### src/rtl/bcd_accumulator_pkg.sv
// Shared constants, FSM encoding and helpers for the BCD accumulator.
package bcd_accumulator_pkg;

    localparam int unsigned NIBBLE_W  = 4;
    localparam int unsigned OPERAND_W = 8;

    // Largest legal BCD digit and the correction added when a digit sum exceeds it
    localparam logic [3:0] BCD_MAX = 4'd9;
    localparam logic [3:0] BCD_ADJ = 4'd6;

    typedef enum logic [1:0] {
        IDLE = 2'd0,
        ADD  = 2'd1,
        DONE = 2'd2
    } state_e;

    // True when the nibble is a legal BCD digit
    function automatic logic is_bcd(input logic [3:0] d);
        return d <= BCD_MAX;
    endfunction

endpackage : bcd_accumulator_pkg

### src/rtl/bcd_accumulator_if.sv
// Request/result bundle between a controller (master) and the accumulator (slave).
//   Start   : add request, level, rising edge detected in the slave
//   Clear   : clears total and flags
//   Operand : two BCD digits, [7:4] tens, [3:0] units
//   Acc     : BCD total, [3:0] units digit upward
//   Busy/Done/Ovf/Err : status back to the master
interface bcd_accumulator_if #(
    parameter int unsigned DIGITS = 3
);
    import bcd_accumulator_pkg::*;

    localparam int unsigned ACC_W = NIBBLE_W * DIGITS;

    logic                 Start;
    logic                 Clear;
    logic [OPERAND_W-1:0] Operand;
    logic [ACC_W-1:0]     Acc;
    logic                 Busy;
    logic                 Done;
    logic                 Ovf;
    logic                 Err;

    modport master (
        output Start, Clear, Operand,
        input  Acc, Busy, Done, Ovf, Err
    );

    modport slave (
        input  Start, Clear, Operand,
        output Acc, Busy, Done, Ovf, Err
    );

endinterface : bcd_accumulator_if

### src/rtl/bcd_accumulator_digit_adder.sv
// Single-digit BCD adder: s_o/co_o = a_i + b_i + ci_i with decimal correction.
//   a_i, b_i : BCD digits (0..9)
//   ci_i     : carry in
//   s_o      : BCD sum digit
//   co_o     : decimal carry out
module bcd_digit_adder
    import bcd_accumulator_pkg::*;
(
    input  logic [3:0] a_i,
    input  logic [3:0] b_i,
    input  logic       ci_i,
    output logic [3:0] s_o,
    output logic       co_o
);

    logic [4:0] bin_sum;

    always_comb begin
        bin_sum = 5'(a_i) + 5'(b_i) + 5'(ci_i);
        s_o     = bin_sum[3:0];
        co_o    = 1'b0;
        // Above 9 the +6 skips the six unused codes; the low nibble wraps to the BCD digit
        if (bin_sum > {1'b0, BCD_MAX}) begin
            s_o  = 4'(bin_sum[3:0] + BCD_ADJ);
            co_o = 1'b1;
        end
    end

endmodule : bcd_digit_adder

### src/rtl/bcd_accumulator.sv
// Digit-serial BCD accumulator: adds a two-digit BCD operand into a DIGITS-digit
// running total, one digit per clock, using one time-shared digit adder.
//   Clock : rising-edge clock
//   Reset : synchronous, active-high
//   bus   : slave side of bcd_accumulator_if (Start/Clear/Operand in,
//           Acc/Busy/Done/Ovf/Err out, all outputs registered)
module bcd_accumulator
    import bcd_accumulator_pkg::*;
#(
    parameter int unsigned DIGITS = 3
) (
    input  logic               Clock,
    input  logic               Reset,
    bcd_accumulator_if.slave   bus
);

    localparam int unsigned ACC_W = NIBBLE_W * DIGITS;
    localparam int unsigned IDX_W = (DIGITS > 1) ? $clog2(DIGITS) : 1;
    localparam logic [IDX_W-1:0] IDX_LAST = IDX_W'(DIGITS - 1);

    state_e               state_q, state_d;
    logic [IDX_W-1:0]     idx_q, idx_d;
    logic                 carry_q, carry_d;
    logic [OPERAND_W-1:0] opnd_q, opnd_d;
    logic [ACC_W-1:0]     acc_q, acc_d;
    logic                 busy_q, busy_d;
    logic                 done_q, done_d;
    logic                 ovf_q, ovf_d;
    logic                 err_q, err_d;
    logic                 start_hist_q, start_hist_d;

    logic                 start_edge;
    logic [3:0]           add_a;
    logic [3:0]           add_b;
    logic [3:0]           add_s;
    logic                 add_co;

    bcd_digit_adder u_digit_adder (
        .a_i  (add_a),
        .b_i  (add_b),
        .ci_i (carry_q),
        .s_o  (add_s),
        .co_o (add_co)
    );

    // Adder operand select: current accumulator digit and operand digit (zero above tens)
    always_comb begin
        add_a = '0;
        for (int unsigned i = 0; i < DIGITS; i++) begin
            if (idx_q == IDX_W'(i)) begin
                add_a = acc_q[NIBBLE_W*i +: NIBBLE_W];
            end
        end
        if (idx_q == IDX_W'(0)) begin
            add_b = opnd_q[3:0];
        end else if (idx_q == IDX_W'(1)) begin
            add_b = opnd_q[7:4];
        end else begin
            add_b = '0;
        end
    end

    // Next-state and output logic
    always_comb begin
        state_d      = state_q;
        idx_d        = idx_q;
        carry_d      = carry_q;
        opnd_d       = opnd_q;
        acc_d        = acc_q;
        ovf_d        = ovf_q;
        err_d        = err_q;
        busy_d       = 1'b0;
        done_d       = 1'b0;
        start_hist_d = bus.Start;

        start_edge   = bus.Start & ~start_hist_q;

        unique case (state_q)
            IDLE: begin
                if (start_edge) begin
                    if (is_bcd(bus.Operand[7:4]) && is_bcd(bus.Operand[3:0])) begin
                        opnd_d  = bus.Operand;
                        idx_d   = '0;
                        carry_d = 1'b0;
                        err_d   = 1'b0;
                        busy_d  = 1'b1;
                        state_d = ADD;
                    end else begin
                        // Rejected request: total untouched, completion still signalled
                        err_d   = 1'b1;
                        done_d  = 1'b1;
                        state_d = DONE;
                    end
                end
            end

            ADD: begin
                for (int unsigned i = 0; i < DIGITS; i++) begin
                    if (idx_q == IDX_W'(i)) begin
                        acc_d[NIBBLE_W*i +: NIBBLE_W] = add_s;
                    end
                end
                carry_d = add_co;
                if (idx_q == IDX_LAST) begin
                    ovf_d   = ovf_q | add_co;
                    idx_d   = '0;
                    done_d  = 1'b1;
                    state_d = DONE;
                end else begin
                    idx_d   = IDX_W'(idx_q + 1'b1);
                    busy_d  = 1'b1;
                end
            end

            DONE: begin
                state_d = IDLE;
            end

            default: begin
                state_d = IDLE;
            end
        endcase

        // Clear aborts anything in flight; the edge history still samples Start,
        // so a coincident Start edge is consumed
        if (bus.Clear) begin
            acc_d   = '0;
            ovf_d   = 1'b0;
            err_d   = 1'b0;
            idx_d   = '0;
            carry_d = 1'b0;
            busy_d  = 1'b0;
            done_d  = 1'b0;
            state_d = IDLE;
        end
    end

    // State and output registers
    always_ff @(posedge Clock) begin
        if (Reset) begin
            state_q      <= IDLE;
            idx_q        <= '0;
            carry_q      <= 1'b0;
            opnd_q       <= '0;
            acc_q        <= '0;
            busy_q       <= 1'b0;
            done_q       <= 1'b0;
            ovf_q        <= 1'b0;
            err_q        <= 1'b0;
            start_hist_q <= 1'b0;
        end else begin
            state_q      <= state_d;
            idx_q        <= idx_d;
            carry_q      <= carry_d;
            opnd_q       <= opnd_d;
            acc_q        <= acc_d;
            busy_q       <= busy_d;
            done_q       <= done_d;
            ovf_q        <= ovf_d;
            err_q        <= err_d;
            start_hist_q <= start_hist_d;
        end
    end

    assign bus.Acc  = acc_q;
    assign bus.Busy = busy_q;
    assign bus.Done = done_q;
    assign bus.Ovf  = ovf_q;
    assign bus.Err  = err_q;

endmodule : bcd_accumulator

### src/flat_wrapper.sv
// flat-port wrapper written by rule: the top's interface ports become plain ports
module bcd_accumulator_flat import bcd_accumulator_pkg::*;
#(
    parameter int unsigned DIGITS = 3
)
  (Clock, Reset, bus_Start, bus_Clear, bus_Operand, bus_Acc, bus_Busy, bus_Done, bus_Ovf, bus_Err);
  bcd_accumulator_if #(.DIGITS(DIGITS)) bus_i ();
  input  logic Clock;
  input  logic Reset;
  input wire logic [$bits(bus_i.Start)-1:0] bus_Start;
  input wire logic [$bits(bus_i.Clear)-1:0] bus_Clear;
  input wire logic [$bits(bus_i.Operand)-1:0] bus_Operand;
  output wire logic [$bits(bus_i.Acc)-1:0] bus_Acc;
  output wire logic [$bits(bus_i.Busy)-1:0] bus_Busy;
  output wire logic [$bits(bus_i.Done)-1:0] bus_Done;
  output wire logic [$bits(bus_i.Ovf)-1:0] bus_Ovf;
  output wire logic [$bits(bus_i.Err)-1:0] bus_Err;
  assign bus_i.Start = bus_Start;
  assign bus_i.Clear = bus_Clear;
  assign bus_i.Operand = bus_Operand;
  assign bus_Acc = bus_i.Acc;
  assign bus_Busy = bus_i.Busy;
  assign bus_Done = bus_i.Done;
  assign bus_Ovf = bus_i.Ovf;
  assign bus_Err = bus_i.Err;
  bcd_accumulator #(.DIGITS(DIGITS)) u_core (.Clock(Clock), .Reset(Reset), .bus(bus_i));
endmodule
### config.mk
export PLATFORM = sky130hd
export DESIGN_NAME = bcd_accumulator_flat
export DESIGN_NICKNAME = d
export VERILOG_FILES = /design/src/rtl/bcd_accumulator_pkg.sv /design/src/rtl/bcd_accumulator_if.sv /design/src/rtl/bcd_accumulator_digit_adder.sv /design/src/rtl/bcd_accumulator.sv /design/src/flat_wrapper.sv
export SDC_FILE = /design/constraint.sdc
export NUM_CORES = 1
export LEC_CHECK = 0
export CAP_MARGIN = 10
export CORE_UTILIZATION = 56
export CTS_BUF_LIST = sky130_fd_sc_hd__clkbuf_16
export DETAILED_ROUTE_END_ITERATION = 10
export GPL_TIMING_DRIVEN = 0
export PLACE_DENSITY = 0.84
export SLEW_MARGIN = 20
export SYNTH_ARGS = -nofsm -noshare
export SYNTH_HDL_FRONTEND = slang
export SYNTH_SLANG_ARGS = --single-unit
### constraint.sdc
create_clock -name Clock -period 5.6 [get_ports Clock]
set_clock_uncertainty 0.15 [all_clocks]
set_input_delay 1.12 -clock Clock [delete_from_list [all_inputs] [get_ports Clock]]
set_output_delay 1.12 -clock Clock [all_outputs]
set_load 0.05 [all_outputs]
# == Word-level counts from Yosys, hierarchy flattened ==
# Cells that the tools add are included.
# classes
addsub,4
magnitude_cmp,3
eq_ne,6
muxes,26
bitwise_logic,3
n_reduce_logical,12
# ops
cell,n
$mux W4,6
$mux W2,6
$reduce_and A2 Y1,5
$mux W1,9
$le A4 B4 Y1 const B,2
$pmux W2 S2,2
$ne A2 B1 Y1 const B,3
$pmux W1 S2,3
$reduce_and A3 Y1,2
$add A4 B4 Y5,1
$add A5 B1 Y5,1
$gt A5 B4 Y1 const B,1
$add A4 B3 Y4 const B,1
$eq A2 B1 Y1 const B,2
$logic_not A2 Y1,2
$add A2 B1 Y2 const B,1
$eq A2 B2 Y1 const B,1
$reduce_bool A2 Y1,1
$reduce_or A2 Y1,1
$and A1 B1 Y1,1
$logic_and A1 B1 Y1,1
$not A1 Y1,1
$or A1 B1 Y1,1
# word_totals
ff_bits,30
input_bits,12

# == Logic depth before layout (Yosys ltp) ==
# logic_depth
word_depth,9
ltp_mapped,13

# == By module ==
# Synthesis repeated with hierarchy kept, for this count alone.
# hier_totals
cells_unflattened,169
hier_area_um2,1634.1
# modules_own_cells
mod,instances,cells_each,area_each_um2
bcd_accumulator,1,147,1422.6
bcd_digit_adder,1,22,211.5

# == Least setup slack after synthesis ==
# No wires, ideal clock.
# synth_timing
path_kind,register to register
from,register u_core.idx_q[1]
to,"register u_core.acc_q[6], in the netlist u_core.bus.Acc[6]"
t_arrival_ps,3556
required_time_ps,5365
setup_slack_ps,1809
path_stages_with_launch,14
synth_period_minus_slack_ps,3791
cell_sequence,dfxtp_1 buf_2 buf_1 mux2i_1 o22ai_1 fa_1 fa_1 buf_2 inv_1 ha_1 a31o_1 o31ai_4 mux2_4 o31ai_2
# synth_between
elab_chain_cells,8
word_cells_on_any_way,14
# synth_rtl
element,line,rtl
from (decl),bcd_accumulator.sv:22,"logic [IDX_W-1:0] idx_q, idx_d;"
from (signal assigned),bcd_accumulator.sv:153,idx_q <= idx_d;
$logic_not A2 Y1,"bcd_accumulator.sv:50, bcd_accumulator.sv:54",
$mux W4 (3 in a row),bcd_accumulator.sv:50,if (idx_q == IDX_W'(i)) begin
$add A4 B4 Y5,bcd_accumulator_digit_adder.sv:19,bin_sum = 5'(a_i) + 5'(b_i) + 5'(ci_i);
$add A5 B1 Y5,bcd_accumulator_digit_adder.sv:19,
$add A4 B3 Y4 or $gt A5 B4 Y1 (tied branches),"bcd_accumulator_digit_adder.sv:24, bcd_accumulator_digit_adder.sv:23",
$mux W4,bcd_accumulator_digit_adder.sv:23,"if (bin_sum > {1'b0, BCD_MAX}) begin"
to (signal assigned),bcd_accumulator.sv:145,acc_q <= '0;
to (signal assigned),bcd_accumulator.sv:156,acc_q <= acc_d;
to (decl),bcd_accumulator.sv:25,"logic [ACC_W-1:0] acc_q, acc_d;"
# Several ways; a longest one is shown, not always the timed one.
# A chain may end at the register's enable or synchronous reset.

# == Final worst setup path ==
# layout_timing
from,register u_core.idx_q[1]
to,"register u_core.acc_q[10], in the netlist u_core.bus.Acc[10]"
# Same word-level chain as after synthesis.

==> results.py <==
metrics = {
    "flow_run": {
        "cap_violations": 0,
    },
    "sta": {
        "final.setup.tns_ns": 0,
        "fin_crit_ns": 4.318,
        "fin_crit_sh_pct": 77.10,
        "layout_setup_ws_ns": 1.282,
        "worstMarginPinSlew_ns": 0.6468,
        "rsz0062_at_grt": "no",
        "drv_slew": 0,
        "slew_headroom_pct": 56.55,
        "hold_violations": 0,
        "fmax_ghz": 0.2316,
        "setup_viol": 0,
    },
    "critical_path": {
        "arrival_ns": 4.36,
        "crit_type": "register to register",
        "worst-path-max-fanout": 10,
        "slowest_stage": "fa_1",
        "critPathCaptureType": "register",
        "crit_required_ns": 5.64,
        "crit_family": "adder cells",
        "path_buf_inv": 4,
        "worstSetupStartpointType": "register",
        "critical_path.cell_chain": "buf_2 > buf_1 > mux2i_1 > o22ai_1 > fa_1 > fa_1 > buf_2 > inv_1 > ha_1 > a31o_1 > o31ai_4 > mux2_4 > o31ai_2",
        "critPathMaxStageDelay_ns": 0.49,
    },
    "synthesis": {
        "synthDistinctLibCells": 40,
        "synth_edf_count": 0,
        "synth-async-reset-ratio_pct": 0,
        "syn_area_per_cell_um2": 9.135,
        "synth_xor_area_share_pct": 1.012,
        "synth_top_cells_by_area": "dfxtp_1, mux2i_1, a21oi_1, nor2_1, nand2_1",
        "syn_area_um2": 1608,
        "synthFlopType": "dfxtp_1",
        "synth_seq_area_share_pct": 37.35,
        "synthAdderAreaFrac_pct": 5.603,
        "synth_warnings": 0,
        "synth_compound_area_share_pct": 21.87,
        "synthMuxAreaShare_pct": 10.89,
        "synth_common_cells": "dfxtp_1, mux2i_1, nor2_1",
        "synth_top_family_by_area": "compound AO/OA/AOI/OAI gates",
        "syn-instance-count": 176,
        "synthSimpleGateAreaFrac_pct": 18.91,
        "yosysMostFrequentCell": "dfxtp_1",
        "ys_seq_elements": 30,
        "syn_nets": 194,
        "yosysTopAreaCell": "dfxtp_1",
        "yosysTopAreaCellShare_pct": 37.35,
    },
    "clocking": {
        "cts_tree": "done",
        "postCtsResizedCells": 0,
        "clk_path_buf_depth": 2,
        "clkSinkCount": 30,
        "insertion_delay_ns": 0.28,
        "cts_made_buffers": 5,
        "cts-root-buf": "clkbuf_16",
        "cts_setup_buffers": 0,
        "htreeDepth": 2,
        "clk_pin_slew_worst_paths_ns": 0.05,
        "cts_hold_buf": 0,
    },
    "floorplanning": {
        "die_x_um": 55.58,
        "ioPinCount": 28,
        "die_area_um2": 3089,
        "core_area_um2": 2734,
        "die_y_um": 55.58,
        "rows": 19,
        "initial_core_util_pct": 58.81,
    },
    "power_and_ir_drop": {
        "power_density_nw_per_um2": 273.9,
        "p_leak_nw": 0.7770,
        "vdd_drop_max_mv": 0.3511,
    },
    "place": {
        "place_ws_ns": 1.361,
        "placed_area_um2": 1917,
        "dp_cells": 234,
        "io_buffers": 27,
        "routabilityCongestion": 0.9023,
        "dpl.hpwl_um": 2803,
    },
    "drt": {
        "final_antenna_net_count": 0,
        "met1_length_um": 1547,
        "num_vias": 1497,
        "top_layer_used": "met4",
        "drc": 0,
        "drt_first_pass_iters": 5,
        "vias_per_cell": 6.186,
        "wl_um": 3835,
        "wl_met3_um": 221,
        "wire_per_inst_um": 15.85,
        "first_iter_violations": 83,
        "wl_met2_um": 1877,
    },
    "global_routing": {
        "grt.overflow.total": 0,
        "grt_max_degree": 11,
        "grt_pass1_wl_um": 6486,
        "grt_pass1_vias": 1425,
        "antenna_found_initial": 0,
        "track_usage_pct": 27.28,
    },
    "run_status": {
        "status": "completed",
    },
    "layout": {
        "stdcell_count": 242,
        "layout-drive-gt1-share_pct": 13.27,
        "antennaDiodeCount": 0,
        "multi_input_area_um2": 937.1,
        "area_growth_pct": 29.49,
        "nets": 228,
        "regArea_um2": 600.6,
        "fill_cells": 215,
        "fin_area_um2": 2082,
    },
    "worst_hold_path": {
        "hp-class": "register to register",
    },
}
-- through the flow --
step / hold WS, ns / utilization, % / total power (W)
6_report: 0.3236 / 76.16 / 0.0005703
3_3_place_gp: 0.3091 / 70.11 / 0.0002730
4_1_cts: 0.3241 / 76.16 / 0.0005718
3_5_place_dp: 0.3177 / 70.11 / 0.0002748
5_1_grt: 0.3538 / 76.16 / 0.0005854
2_1_floorplan: 0.3127 / - / 0.0002572
-- sequential cells by signal (all words and copies together), names as in the netlist --
signal	count
u_core.carry_q	1
u_core.state_q	2
u_core.bus.Done	1
u_core.idx_q	2
u_core.bus.Busy	1
u_core.bus.Acc	12
u_core.bus.Ovf	1
u_core.opnd_q	8
u_core.start_hist_q	1
u_core.bus.Err	1
-- worst reg2reg max path, cell delays in order, from the launching register on --
cell,delay [ns]
dfxtp_1,0.30
buf_2,0.20
buf_1,0.46
mux2i_1,0.26
o22ai_1,0.14
fa_1,0.47
fa_1,0.49
buf_2,0.20
inv_1,0.15
ha_1,0.30
a31o_1,0.24
o31ai_4,0.31
mux2_4,0.36
o31ai_2,0.20
-- final timing paths --
kind	start	to	slack, ns	depth (start not counted)
worst min-delay path	u_core.bus.Acc[4]$_SDFFE_PP0P_	u_core.bus.Acc[4]$_SDFFE_PP0P_	0.32	2
worst min register to register	u_core.bus.Acc[4]$_SDFFE_PP0P_	u_core.bus.Acc[4]$_SDFFE_PP0P_	0.32	2
worst max register to register	u_core.idx_q[1]$_SDFFE_PP0P_	u_core.bus.Acc[10]$_SDFFE_PP0P_	1.28	13
worst max-delay path	u_core.idx_q[1]$_SDFFE_PP0P_	u_core.bus.Acc[10]$_SDFFE_PP0P_	1.28	13
-- final cells by class --
class                      instances  area share, %
buffer                            12          2.825
clock buffer                       5          6.010
inverter                           3         0.5409
tap                               31          1.863
multi-input combinational        131          45.01
timing repair buffer              27          12.98
sequential                        30          28.85
clock inverter                     3          1.923
-- power by group --
| part | switching (W) | internal (W) |
|---|---|---|
| combinational | 0.0000286 | 0.0000218 |
| clock | 0.0000917 | 0.000207 |
| sequential | 0.00000250 | 0.000218 |
-- logic make-up (layout without fill, tap and decap cells) --
logic type / after synthesis / after routing
flops: 30 / 30
fa+ha+maj: 6 / 6
simple gates: 58 / 58
compound gates: 49 / 49
xor+xnor: 1 / 1
buf+inv: 15 / 50
mux: 17 / 17
-- metal layers --
layer,vias up,global-route usage [%]
met5,-,0
met3,22,6.744
met2,58,45.27
met4,0,17.50
li1,720,-
met1,697,31.24
-- cells in the final DEF, fill, tap and decap left out, drive strengths merged, types with 2 or more instances in the layout --
master and n:
buf 7, o22ai 3, fa 2, a41oi 4
nor2 16, a211oi 2, nor3 3, nand2b 3
clkinv 2, nor2b 2, o21ai 11, inv 3
ha 4, nand2 15, dfxtp 30, nand3 5
o31ai 7, clkbuf 10, clkdlybuf4s50 27, or2 2
nand4 6, nand4bb 2, a21oi 14, mux2i 16
a31oi 4
No activity file was read; power rests on OpenSTA's default activity.
